==> src/rtl/ifu_pkg.sv <==
// ifu_pkg: IF-stage types and constants shared by the PC register and the fetch queue.
package ifu_pkg;
    localparam int INSTR_W = 32;
    localparam logic [31:2] START_ADDR = 30'h0000BFF;
    localparam logic [31:0] NOP = 32'h0;
    typedef struct packed {
        logic [31:2]        pc;
        logic [INSTR_W-1:0] instr;
        logic               filled;
    } fetch_entry_t;
endpackage

==> src/rtl/ifu_fetch_queue.sv <==
// ifu_fetch_queue: issues in-order imem requests from the PC and buffers {pc, instr} for ID.
module ifu_fetch_queue
    import ifu_pkg::*;
#(
    parameter int DEPTH  = 4,
    parameter int DATA_W = 32
) (
    input  logic              clk,
    input  logic              reset,
    input  logic [31:2]       pc_i,
    output logic              pc_write_o,
    input  logic              flush_i,
    output logic              imem_req_o,
    output logic [31:2]       imem_addr_o,
    input  logic              imem_gnt_i,
    input  logic              imem_rvalid_i,
    input  logic [DATA_W-1:0] imem_rdata_i,
    output logic              id_valid_o,
    input  logic              id_ready_i,
    output logic [DATA_W-1:0] id_instr_o,
    output logic [31:2]       id_pc_o
);
    localparam int PW = $clog2(DEPTH);
    localparam int CW = $clog2(DEPTH + 1);
    localparam int IW = INSTR_W;

    fetch_entry_t  mem_q [DEPTH];
    fetch_entry_t  head;
    logic [PW-1:0] head_q, tail_q, fill_q;
    logic [CW-1:0] occ_q, occ_d, pend_q, pend_d, drop_q, drop_d;
    logic          grant, fill, drop, pop;

    assign head        = mem_q[head_q];
    assign imem_req_o  = !reset && !flush_i && occ_q < CW'(DEPTH) && drop_q == '0;
    assign imem_addr_o = pc_i;
    assign pc_write_o  = imem_req_o && imem_gnt_i;
    assign grant       = pc_write_o;
    assign drop        = imem_rvalid_i && drop_q != '0;
    assign fill        = imem_rvalid_i && drop_q == '0 && pend_q != '0;
    assign id_valid_o  = !reset && occ_q != '0 && head.filled;
    assign pop         = id_valid_o && id_ready_i;
    assign id_instr_o  = id_valid_o ? DATA_W'(head.instr) : DATA_W'(NOP);
    assign id_pc_o     = id_valid_o ? head.pc : '0;

    // On a flush every still-unfilled request becomes a response to throw away.
    assign occ_d  = flush_i ? '0 : occ_q + CW'(grant) - CW'(pop);
    assign pend_d = flush_i ? '0 : pend_q + CW'(grant) - CW'(fill);
    assign drop_d = drop_q - CW'(drop) + (flush_i ? pend_q - CW'(fill) : '0);

    always_ff @(posedge clk) begin
        if (reset || flush_i) begin
            head_q <= '0;
            tail_q <= '0;
            fill_q <= '0;
            if (reset)
                for (int i = 0; i < DEPTH; i++) mem_q[i] <= '0;
        end else begin
            if (grant) begin
                mem_q[tail_q] <= '{pc: pc_i, instr: '0, filled: 1'b0};
                tail_q        <= tail_q + PW'(1);
            end
            if (fill) begin
                mem_q[fill_q].instr  <= IW'(imem_rdata_i);
                mem_q[fill_q].filled <= 1'b1;
                fill_q               <= fill_q + PW'(1);
            end
            if (pop) head_q <= head_q + PW'(1);
        end
        occ_q  <= reset ? '0 : occ_d;
        pend_q <= reset ? '0 : pend_d;
        drop_q <= reset ? '0 : drop_d;
    end

    rvalid_without_entry_a: assert property (@(posedge clk) disable iff (reset)
        imem_rvalid_i && drop_q == '0 |-> pend_q != '0);
endmodule

==> config.mk <==
export PLATFORM = sky130hd
export DESIGN_NAME = ifu_fetch_queue
export DESIGN_NICKNAME = d
export VERILOG_FILES = /design/src/rtl/ifu_pkg.sv /design/src/rtl/ifu_fetch_queue.sv
export SDC_FILE = /design/constraint.sdc
export NUM_CORES = 1
export LEC_CHECK = 0
export CORE_MARGIN = 10
export CORE_UTILIZATION = 30
export DETAILED_ROUTE_END_ITERATION = 16
export HOLD_SLACK_MARGIN = 0.08
export SETUP_SLACK_MARGIN = 0.02
export SYNTH_ARGS = -nofsm -noshare
export SYNTH_HDL_FRONTEND = slang
export SYNTH_SLANG_ARGS = --single-unit
==> constraint.sdc <==
create_clock -name clk -period 5.3 [get_ports clk]
set_input_delay 1.59 -clock clk [delete_from_list [all_inputs] [get_ports clk]]
set_output_delay 1.59 -clock clk [all_outputs]
set_load 0.005 [all_outputs]
### Yosys cells after proc, flatten, opt, wreduce, memory -nomap -nowiden

Memories as Yosys holds them, arrays and structs flattened. A register that Yosys moved wholly into a read port is not among the register bits.
Cells that the tools add are included.

| word-level totals | value |
|---|---|
| register bits after elaboration | 15 |
| RAM bits | 252 |
| input bits | 68 |
| output and inout bits | 95 |
| word-level logic and storage cells | 58 |
| memories kept | 1 |

Memories:

| name | words | bits a word | read ports | clocked after Yosys merged registers in | write ports | RTL line | text |
|---|---|---|---|---|---|---|---|
| mem_q | 4 | 63 | 1 | 1 | 4 | ifu_fetch_queue.sv:27 | `fetch_entry_t mem_q [DEPTH];` |

| cells by class | value |
|---|---|
| $add $sub $neg | 10 |
| $lt $le $gt $ge | 1 |
| muxes and demuxes | 20 |
| reduce and logical (&&, ||, !) cells | 20 |

Operators with widths:

| cell | count |
|---|---|
| $mux W63 | 2 |
| $reduce_or A63 Y1 | 2 |
| $mux W32 | 1 |
| $mux W30 | 1 |
| $sub A3 B1 Y3 | 4 |
| $logic_and A1 B1 Y1 | 10 |
| $mux W1 | 10 |
| $mux W2 | 5 |
| $reduce_bool A3 Y1 | 3 |
| $add A2 B1 Y2 const B | 3 |
| $add A3 B1 Y3 | 2 |
| $add A3 B3 Y3 | 1 |
| $logic_not A3 Y1 | 1 |
| $lt A3 B3 Y1 const B | 1 |
| $mux W3 | 1 |
| $logic_not A1 Y1 | 2 |
| $reduce_or A2 Y1 | 1 |
| $logic_or A1 B1 Y1 | 1 |

### Depth between registers and ports, before layout

Gate-level depths: netlist (run 1).

| logic depth | value |
|---|---|
| depth after elaboration | 10 |
| mapped depth | 13 |
| mapped depth without buffers | 13 |

### Worst setup path before layout (run 1)

OpenSTA, ideal clock, no wires.

| path | value |
|---|---|
| path kind | input port to flip-flop |
| from | input port flush_i |
| to | memory mem_q[0][33] (netlist name), enable pin |
| data arrival time | 4380 ps |
| data required time | 4841 ps |
| slack | 461 ps |
| stages on the path | 4 |
| path buffers | 1 |
| cells stage by stage | clkbuf_1 nor3_2 nand4_1 o21ai_0 |

RTL lines:

| element | RTL line | text |
|---|---|---|
| start: declaration | ifu_fetch_queue.sv:12 | `input logic flush_i,` |
| end: declaration | ifu_fetch_queue.sv:27 |  |

### Worst setup path after layout (run 1)

| path | value |
|---|---|
| from | input port reset |
| to | output port imem_req_o |

| on the way | value |
|---|---|
| cells in the longest elaborated chain, start to end | 4 |

Ends and longest elaborated chain:

| element | RTL line | text |
|---|---|---|
| start: declaration | ifu_fetch_queue.sv:9 | `input logic reset,` |
| $logic_not A1 Y1 | ifu_fetch_queue.sv:34 | `assign imem_req_o = !reset && !flush_i && occ_q < CW'(DEPTH) && drop_q == '0;` |
| $logic_and A1 B1 Y1 (3 in a row) | ifu_fetch_queue.sv:34 |  |
| end: declaration | ifu_fetch_queue.sv:13 | `output logic imem_req_o,` |

Every way passes these cells.

==> results of run 1 <==
[worst register-to-register path, delay by kind of cell, from the launching register on]
family | cells | cell delay, ns
flip-flops | 1 | 0.66
adder cells (fa/ha/maj) | 3 | 0.75
buffers and inverters | 2 | 0.11
XOR/XNOR | 1 | 0.16
AND/OR/NAND/NOR | 3 | 0.51
multiplexers | 1 | 0.66
[cell type report]
| type | instances | share of cell area, % |
|---|---|---|
| tap | 532 | 4.28 |
| sequential | 269 | 50.6 |
| multi-input combinational | 472 | 26.7 |
| timing repair buffer | 188 | 11.9 |
| clock buffer | 36 | 5.11 |
| clock inverter | 20 | 0.973 |
| inverter | 15 | 0.362 |
[power groups by stage]
| stage | logic, mW | registers, mW | clock network (mW) |
|---|---|---|---|
| after floorplan | 0.261 | 2.51 | 0 |
| after global placement | 0.453 | 2.51 | 0 |
| after detailed placement | 0.461 | 2.52 | 0 |
| after CTS | 0.463 | 2.48 | 2.05 |
| after global routing | 0.496 | 2.48 | 2.13 |
| final | 0.451 | 2.47 | 2.00 |
[cells in the final DEF, fill, tap and decap left out, drive strengths merged, types with 3 or more instances in the layout]
master / netlist / routed
mux2i: 4 / 4
inv: 14 / 14
clkbuf: 10 / 36
buf: 70 / 26
or3: 8 / 8
clkdlybuf4s50: 0 / 162
or2: 3 / 3
nand2: 9 / 9
o21bai: 3 / 3
nand4: 4 / 4
clkinv: 1 / 15
nor3: 5 / 5
nand3: 3 / 3
ha: 13 / 13
edfxtp: 248 / 248
nor2b: 65 / 65
dfxtp: 21 / 21
fa: 3 / 3
and4: 8 / 8
nor2: 7 / 7
and2: 255 / 255
clkinvlp: 0 / 4
mux4: 63 / 63
o21ai: 3 / 3
a21oi: 4 / 4
[registers in the layout, indices dropped and copies added (netlist names), named ones only]
name	cells
fill_q	2
occ_q	3
pend_q	3
drop_q	3
tail_q	2
mem_q	252
head_q	2
[per-stage QoR]
stage	instance area, um^2	power, mW
6_report	15600	4.93
5_1_grt	15600	5.11
4_1_cts	15600	4.99
3_5_place_dp	14600	2.98
3_3_place_gp	14600	2.97
2_1_floorplan	12500	2.77
[final timing paths]
kind | from | endpoint | slack, ns | cells past startpoint
worst max-delay path | reset | imem_req_o | 0.49 | 5
worst max register to register | flip-flop | occ_q[2] | 2.38 | 10
worst min-delay path | mem_q[2][0] | mem_q[2][0] | 0.46 | 2
worst min register to register | mem_q[2][0] | mem_q[2][0] | 0.46 | 2
[logic make-up (layout without fill, tap and decap cells)]
group / count (synthesis) / after routing / synth area share [%]
AOI/OAI and AO/OA: 15 / 15 / 0.799
xor gates and xnor gates: 5 / 5 / 0.459
adders and majority gates: 16 / 16 / 1.78
buffers and inverters: 95 / 259 / 4.24
DFF: 269 / 269 / 62.8
muxes: 67 / 67 / 11.6
and+or+nand+nor: 369 / 369 / 18.3
[routing by layer]
metal  part of all wire [%]  up-vias  GRT usage, %
met3                    4.5       37          2.08
met5                      0        -             0
li1                       -     3263             -
met1                     42     3557          14.5
met2                     51      127          20.7
met4                    2.0        0          3.55
==> flow_summary.yaml, run 1 <==
layout:
  stdcell_count: 1532
  fillCellCount: 3901
  diodes: 0
  drive_gt1_share_pct: 14.8
  area_delta_synth_final_pct: 24.1
  seqCellArea_um2: 7880
  nets: 1060
  multi_input_area_um2: 4160
  final_core_util_pct: 37.8
clock_tree:
  clock_latency_ns: 0.55
  htree_levels: 1
  clock_path_buffers: 3
  cts.sink_count: 269
  ctsResizeCount: 0
  clk_pin_slew_worst_paths_ns: 0.06
  cts_setup_buffers: 0
  hold_buffers: 0
  tritoncts: "done"
  clock_tree.root_cell: "clkbuf_16"
  cts-buffers-inserted: 30
synth:
  yosysSeqAreaShare_pct: 62.8
  synth_top_area_share_pct: 59.4
  synthCells: 836
  synth-async-reset-ratio_pct: 0
  synth_edf_count: 248
  netlist_top_cells_count: "and2_1 (255), edfxtp_1 (248), nor2b_1 (65)"
  ys_ff_latch: 269
  yosysMostFrequentCell: "and2_1"
  syn_nets: 920
  yosysWarnings: 0
  yosys.area.top_type: "edfxtp_1"
  avgSynthCellArea_um2: 15.0
  syn_area_um2: 12500
  synth_area_leaders: "edfxtp_1 (59%), and2_1 (13%), mux4_2 (11%), dfxtp_1 (3.4%), nor2b_1 (3.2%)"
  synth_cell_types: 38
  synth-main-ff-cell: "edfxtp_1"
placement:
  io_buffers: 162
  placed_cells: 1476
  place_hpwl_mm: 18.6
  post-place-ws_ns: 0.483
  place_congestion: 0.729
floorplan:
  fp.dieW_um: 224
  initial_utilization_pct: 30.5
  dieArea_um2: 50300
  core_um2: 41100
  io_pins: 163
  row_count: 74
  chipHeight_um: 224
power_and_ir_drop:
  p_leak_nw: 5.49
  powerDensity_nw_per_um2: 317
  clockPowerShare_pct: 40.6
  ir_drop_uv: 290
  comb_power_share_pct: 9.2
  swShare_pct: 22.5
  p_sw_mw: 1.11
  seqPwrFrac_pct: 50.2
  p_int_mw: 3.82
detailed_routing:
  via_per_inst: 4.56
  wl_mm: 30.4
  vias: 6984
  avgRoutedWirePerCell_um: 19.8
  drtIter0Drc: 416
  drc: 0
  drtPass1Iterations: 4
  ant_nets: 0
global_routing:
  grt_max_degree: 38
  overflow: 0
  antenna_found_initial: 0
  grt_pass1_vias: 7585
  grtUsageTotal_pct: 11.8
  grt_pass1_wl_mm: 46.1
worst_setup_path:
  critical_path_required_ns: 3.71
  crit_path_start_kind: "primary input"
  crit_fanout: 15
  cpMostUsedCell: "clkdlybuf4s50_1"
  max_stage_delay_ns: 0.54
  end_kind: "primary output"
  critPathTopFamily: "buffers and inverters"
  cp_cell_sequence: "clkdlybuf4s50_1 -> buf_4 -> or2_1 -> nor3_1 -> clkdlybuf4s50_1"
  cp_slowest_cell: "clkdlybuf4s50_1"
  crit_type: "in -> out"
  arrival_ns: 3.22
  cp_num_buf_inv: 3
sta:
  setup_slack_ns: 0.486
  setup_violations: 0
  finalSetupTns_ns: 0
  worstMarginPinSlew_ns: 0.960
  slew_headroom_pct: 36.0
  hold_viol: 0
  drv_slew: 0
  clock_skew_ns: 0.00830
  period_share_pct: 90.8
  period_needed_ns: 4.81
  whs_ns: 0.456
  rsz0062_at_grt: "false"
  max_freq_mhz: 208
worst_hold_path:
  holdCritPathClass: "reg -> reg"
run:
  cap_violations: 0
outcome:
  status: "complete, no violations"
Note: power is estimated with default switching activity, not from simulation.
==> inputs of run 2 (changes only) <==
--- a/config.mk
+++ b/config.mk
@@ -5,6 +5,7 @@
 export SDC_FILE = /design/constraint.sdc
 export NUM_CORES = 1
 export LEC_CHECK = 0
+export ABC_AREA = 1
 export CORE_MARGIN = 10
 export CORE_UTILIZATION = 30
 export DETAILED_ROUTE_END_ITERATION = 16
==> flow_summary.yaml, run 2 <==
synth:
  synth-main-ff-cell: "edfxtp_1"
  avgSynthCellArea_um2: 9.98
  yosys.area.top_type: "edfxtp_1"
  ys_ff_latch: 269
  syn_nets: 1339
  synth_top_area_share_pct: 59.5
  synth-async-reset-ratio_pct: 0
  synthCells: 1255
  syn_area_um2: 12500
  netlist_top_cells_count: "nor2_1 (512), edfxtp_1 (248), o21ai_0 (125)"
  yosysWarnings: 0
  synth_cell_types: 31
  synth_area_leaders: "edfxtp_1 (59%), nor2_1 (15%), o21ai_0 (5.0%), dfxtp_1 (3.4%), inv_1 (2.8%)"
  yosysSeqAreaShare_pct: 62.8
  synth_edf_count: 248
  yosysMostFrequentCell: "nor2_1"
worst_setup_path:
  reg2reg_from: "drop_q[1]"
  cp_cell_sequence: "clkdlybuf4s50_1 -> buf_4 -> nor2_4 -> nand2_4 -> nor2_8 -> nand2_2 -> inv_1 -> clkdlybuf4s50_1"
  r2r-end: "drop_q[2]"
  cpMostUsedCell: "clkdlybuf4s50_1"
  cp_slowest_cell: "clkdlybuf4s50_1"
  crit_path_start_kind: "primary input"
  end_kind: "primary output"
  crit_type: "in -> out"
  critical_path_required_ns: 3.71
  crit_fanout: 7
  rr_worst_depth: 15
  reg2reg_slack_ns: 2.63
  max_stage_delay_ns: 0.53
  arrival_ns: 3.45
clock_tree:
  clock_tree.root_cell: "clkbuf_16"
  cts-buffers-inserted: 29
  clock_latency_ns: 0.54
  cts.sink_count: 269
  cts_setup_buffers: 0
  ctsResizeCount: 0
  htree_levels: 1
  tritoncts: "done"
  clock_path_buffers: 3
  clk_pin_slew_worst_paths_ns: 0.05
  hold_buffers: 0
global_routing:
  grt_pass1_vias: 8943
  overflow: 0
  grt_pass1_wl_mm: 51.7
  antenna_found_initial: 0
  grtUsageTotal_pct: 13.0
  grt_max_degree: 87
sta:
  rsz0062_at_grt: "false"
  setup_violations: 0
  hold_viol: 0
  setup_slack_ns: 0.261
  period_needed_ns: 5.04
  slew_headroom_pct: 28.9
  period_share_pct: 95.1
  drv_slew: 0
  finalSetupTns_ns: 0
  clock_skew_ns: 0.00796
  max_freq_mhz: 198
  worstMarginPinSlew_ns: 1.06
placement:
  place_congestion: 0.749
  place_hpwl_mm: 20.3
  post-place-ws_ns: 0.0930
  placed_cells: 1873
  io_buffers: 162
layout:
  largest_register: "mem_q"
  diodes: 0
  largest_reg_flops: 252
  area_delta_synth_final_pct: 21.2
  fillCellCount: 4074
  multi_input_area_um2: 3600
  nets: 1456
  layout_commonest_cell: "nor2_1"
  stdcell_count: 1923
  seqCellArea_um2: 7880
  layout_common_cells: "nor2_1 (512), edfxtp_1 (248), clkdlybuf4s50_1 (162), o21ai_0 (125), inv_1 (94)"
  drive_gt1_share_pct: 7.26
detailed_routing:
  ant_nets: 0
  wl_mm: 33.4
  vias: 8898
  avgRoutedWirePerCell_um: 17.4
  drtPass1Iterations: 5
  via_per_inst: 4.63
  drc: 0
  drtIter0Drc: 629
run:
  cap_violations: 0
power_and_ir_drop:
  p_sw_mw: 1.11
  ir_drop_uv: 213
  powerDensity_nw_per_um2: 317
  p_int_mw: 3.70
  comb_power_share_pct: 9.2
  swShare_pct: 23.1
  seqPwrFrac_pct: 52.6
  clockPowerShare_pct: 38.2
  p_leak_nw: 5.86
floorplan:
  dieArea_um2: 50300
  initial_utilization_pct: 30.5
  core_um2: 41000
  row_count: 74
  chipHeight_um: 224
  fp.dieW_um: 224
  io_pins: 163
worst_hold_path:
  min_to: "mem_q[3][0]"
  whs_path_depth: 2
  holdCritPathClass: "reg -> reg"
  hp-start: "mem_q[3][0]"
outcome:
  status: "complete, no violations"
run 2: per-layer routing:
metal | track usage, % | vias to the layer above | share of wire (%)
met5 | 0 | - | 0
met4 | 3.18 | 0 | 1.5
met3 | 2.30 | 36 | 5.7
met2 | 21.8 | 250 | 48
met1 | 17.1 | 4302 | 45
li1 | - | 4310 | -
run 2: how the worst max path moves through the flow:
stage                  to  cells after the start  slack (ns)  start
3_3_place_gp   id_pc_o[5]                      6        0.14  reset
4_1_cts        id_pc_o[5]                      6        0.09  reset
2_1_floorplan  pc_write_o                      6        1.31  reset
3_5_place_dp   id_pc_o[5]                      6        0.09  reset
5_1_grt        pc_write_o                      8        0.12  reset
6_report       pc_write_o                      8        0.26  reset
run 2: kinds of logic (layout without fill, tap and decap cells):
family | count (synthesis) | in the layout | share of synthesized area (%)
compound gates | 200 | 200 | 8.26
xor+xnor | 5 | 5 | 0.350
buf+inv | 199 | 335 | 8.68
fa+ha+maj | 16 | 16 | 1.78
simple gates | 566 | 566 | 18.1
flops | 269 | 269 | 62.8
run 2: critical path: cells and delay by family:
kind	cells	cell delay, ns
buf+inv	4	1.28
simple gates	4	0.57
run 2: through the flow:
stage | total power, mW | hold WS [ns] | instance area (um^2) | utilization (%)
after global routing | 5.01 | 0.499 | 15200 | 37.0
after detailed placement | 3.02 | 0.433 | 14300 | 35.0
after global placement | 3.02 | 0.433 | 14300 | 35.0
after CTS | 4.86 | 0.447 | 15200 | 37.0
after floorplan | 2.84 | 0.419 | 12500 | -
final | 4.81 | 0.446 | 15200 | 37.0
run 2: power by group through the flow:
stage,Sequential (mW),Combinational (mW),Clock (mW)
after floorplan,2.57,0.271,0
after CTS,2.53,0.452,1.87
after global routing,2.54,0.507,1.96
after detailed placement,2.58,0.449,0
final,2.53,0.443,1.83
after global placement,2.57,0.449,0
run 2: cell type report:
class,count,area share (%)
inverter,98,2.44
timing repair buffer,187,12.1
clock inverter,11,0.511
tap,532,4.38
multi-input combinational,787,23.7
sequential,269,51.9
clock buffer,39,5.03
==> edit: new RTL, config.mk and constraints of run 2 <==
Set the parameter `DEPTH` to 2 (it was 4).
--- a/src/rtl/ifu_fetch_queue.sv
+++ b/src/rtl/ifu_fetch_queue.sv
@@ -2,7 +2,7 @@
 module ifu_fetch_queue
     import ifu_pkg::*;
 #(
-    parameter int DEPTH  = 4,
+    parameter int DEPTH  = 2,
     parameter int DATA_W = 32
 ) (
     input  logic              clk,
Function: changed (a bounded check fails within 4 cycles, from zero or initial values and one cycle with reset high).
==> edit against run 2 <==
  * Synthesized cell count fell by 48%
  * Utilization rose by 4.2 points
  * Setup slack improved by 220 ps
  * Global-route usage fell by 0.56 points
  * Sequential cell count fell by 133
  * Count of clock-buffer cells in the layout fell by 21
  * Total power fell by 43%
  * Final area fell by 43%
  * Wire length fell by 49%
  * Synthesized area fell by 50%
  * Critical path type unchanged
  * Largest power group unchanged
  * Highest routed layer unchanged
==> edit: results (changes against run 2) <==
.. list-table::
   :header-rows: 1

   * - Metric
     - Value
   * - Largest net degree at the start of global routing
     - 66 (was 87)
   * - Violation count after the first detailed-route iteration
     - 293 (was 629)
   * - Multi-input logic cell count
     - 378 (was 787)
   * - Count of placed standard cells including taps
     - 1,045 (was 1,873)
   * - Arr. time, crit path
     - 3230 ps (was 3450 ps)
   * - Non-clock buffers, area share
     - 20.01% (was 12.08%)
   * - Number of flip-flops and latches in the synthesized netlist
     - 136 (was 269)
   * - Count of vias placed by the detailed router
     - 4,666 (was 8,898)
   * - Number of standard cells in the final layout excluding fillers
     - 1,077 (was 1,923)
   * - Multi-input gate share of total cell area
     - 19.22% (was 23.69%)
   * - Non-clock inverter count in the final layout
     - 82 (was 98)
   * - Largest register FFs
     - 126 (was 252)
   * - Number of buffers outside the clock class in the layout
     - 174 (was 187)
   * - H-Tree Depth
     - 4 (was 1)
   * - Flip-flop and latch share of the layout cell area
     - 46.03% (was 51.87%)
   * - Maximum net fanout on the critical path
     - 65 (was 7)
   * - GR Layer Usage met3
     - 3.768% (was 2.303%)
   * - Met3 WL post-DR
     - 1156 um (was 1922 um)
   * - Global-route wire length before repair
     - 26,080 um (was 51,670 um)
   * - Met1 track utilization from global routing
     - 14.38% (was 17.09%)
   * - Post-placement cell area
     - 7996 sq um (was 14,340 sq um)
   * - Final Net Count
     - 862 (was 1,456)
   * - Met2 capacity usage during global routing
     - 21.68% (was 21.79%)
   * - Post-synthesis instance area
     - 6322 sq um (was 12,520 sq um)
   * - Outcome
     - complete, no violations (unchanged)
==> edit: final timing paths <==
check                      startpoint                        to  slack [ps]  depth (start not counted)
max                             reset             id_instr_o[1]         480                          6
min          mem_q[1][0]$_SDFFE_PP1P_  mem_q[1][0]$_SDFFE_PP1P_         470                          2
max reg2reg                      flop       occ_q[1]$_SDFF_PP0_        2770                         12
min reg2reg  mem_q[1][0]$_SDFFE_PP1P_  mem_q[1][0]$_SDFFE_PP1P_         470                          2
==> edit: cell families (layout without fill, tap and decap cells) <==
kind of cell,Yosys count,in the layout,synth area share [%]
buf+inv,144,288,11.32
simple gates,303,303,19.34
xor+xnor,1,1,0.1386
compound gates,69,69,5.522
flops,136,136,62.70
fa+ha+maj,5,5,0.9895
==> edit: power breakdown <==
part	internal (mW)	switching (mW)
Combinational	0.116	0.136
Clock	0.755	0.485
Sequential	1.24	0.0223
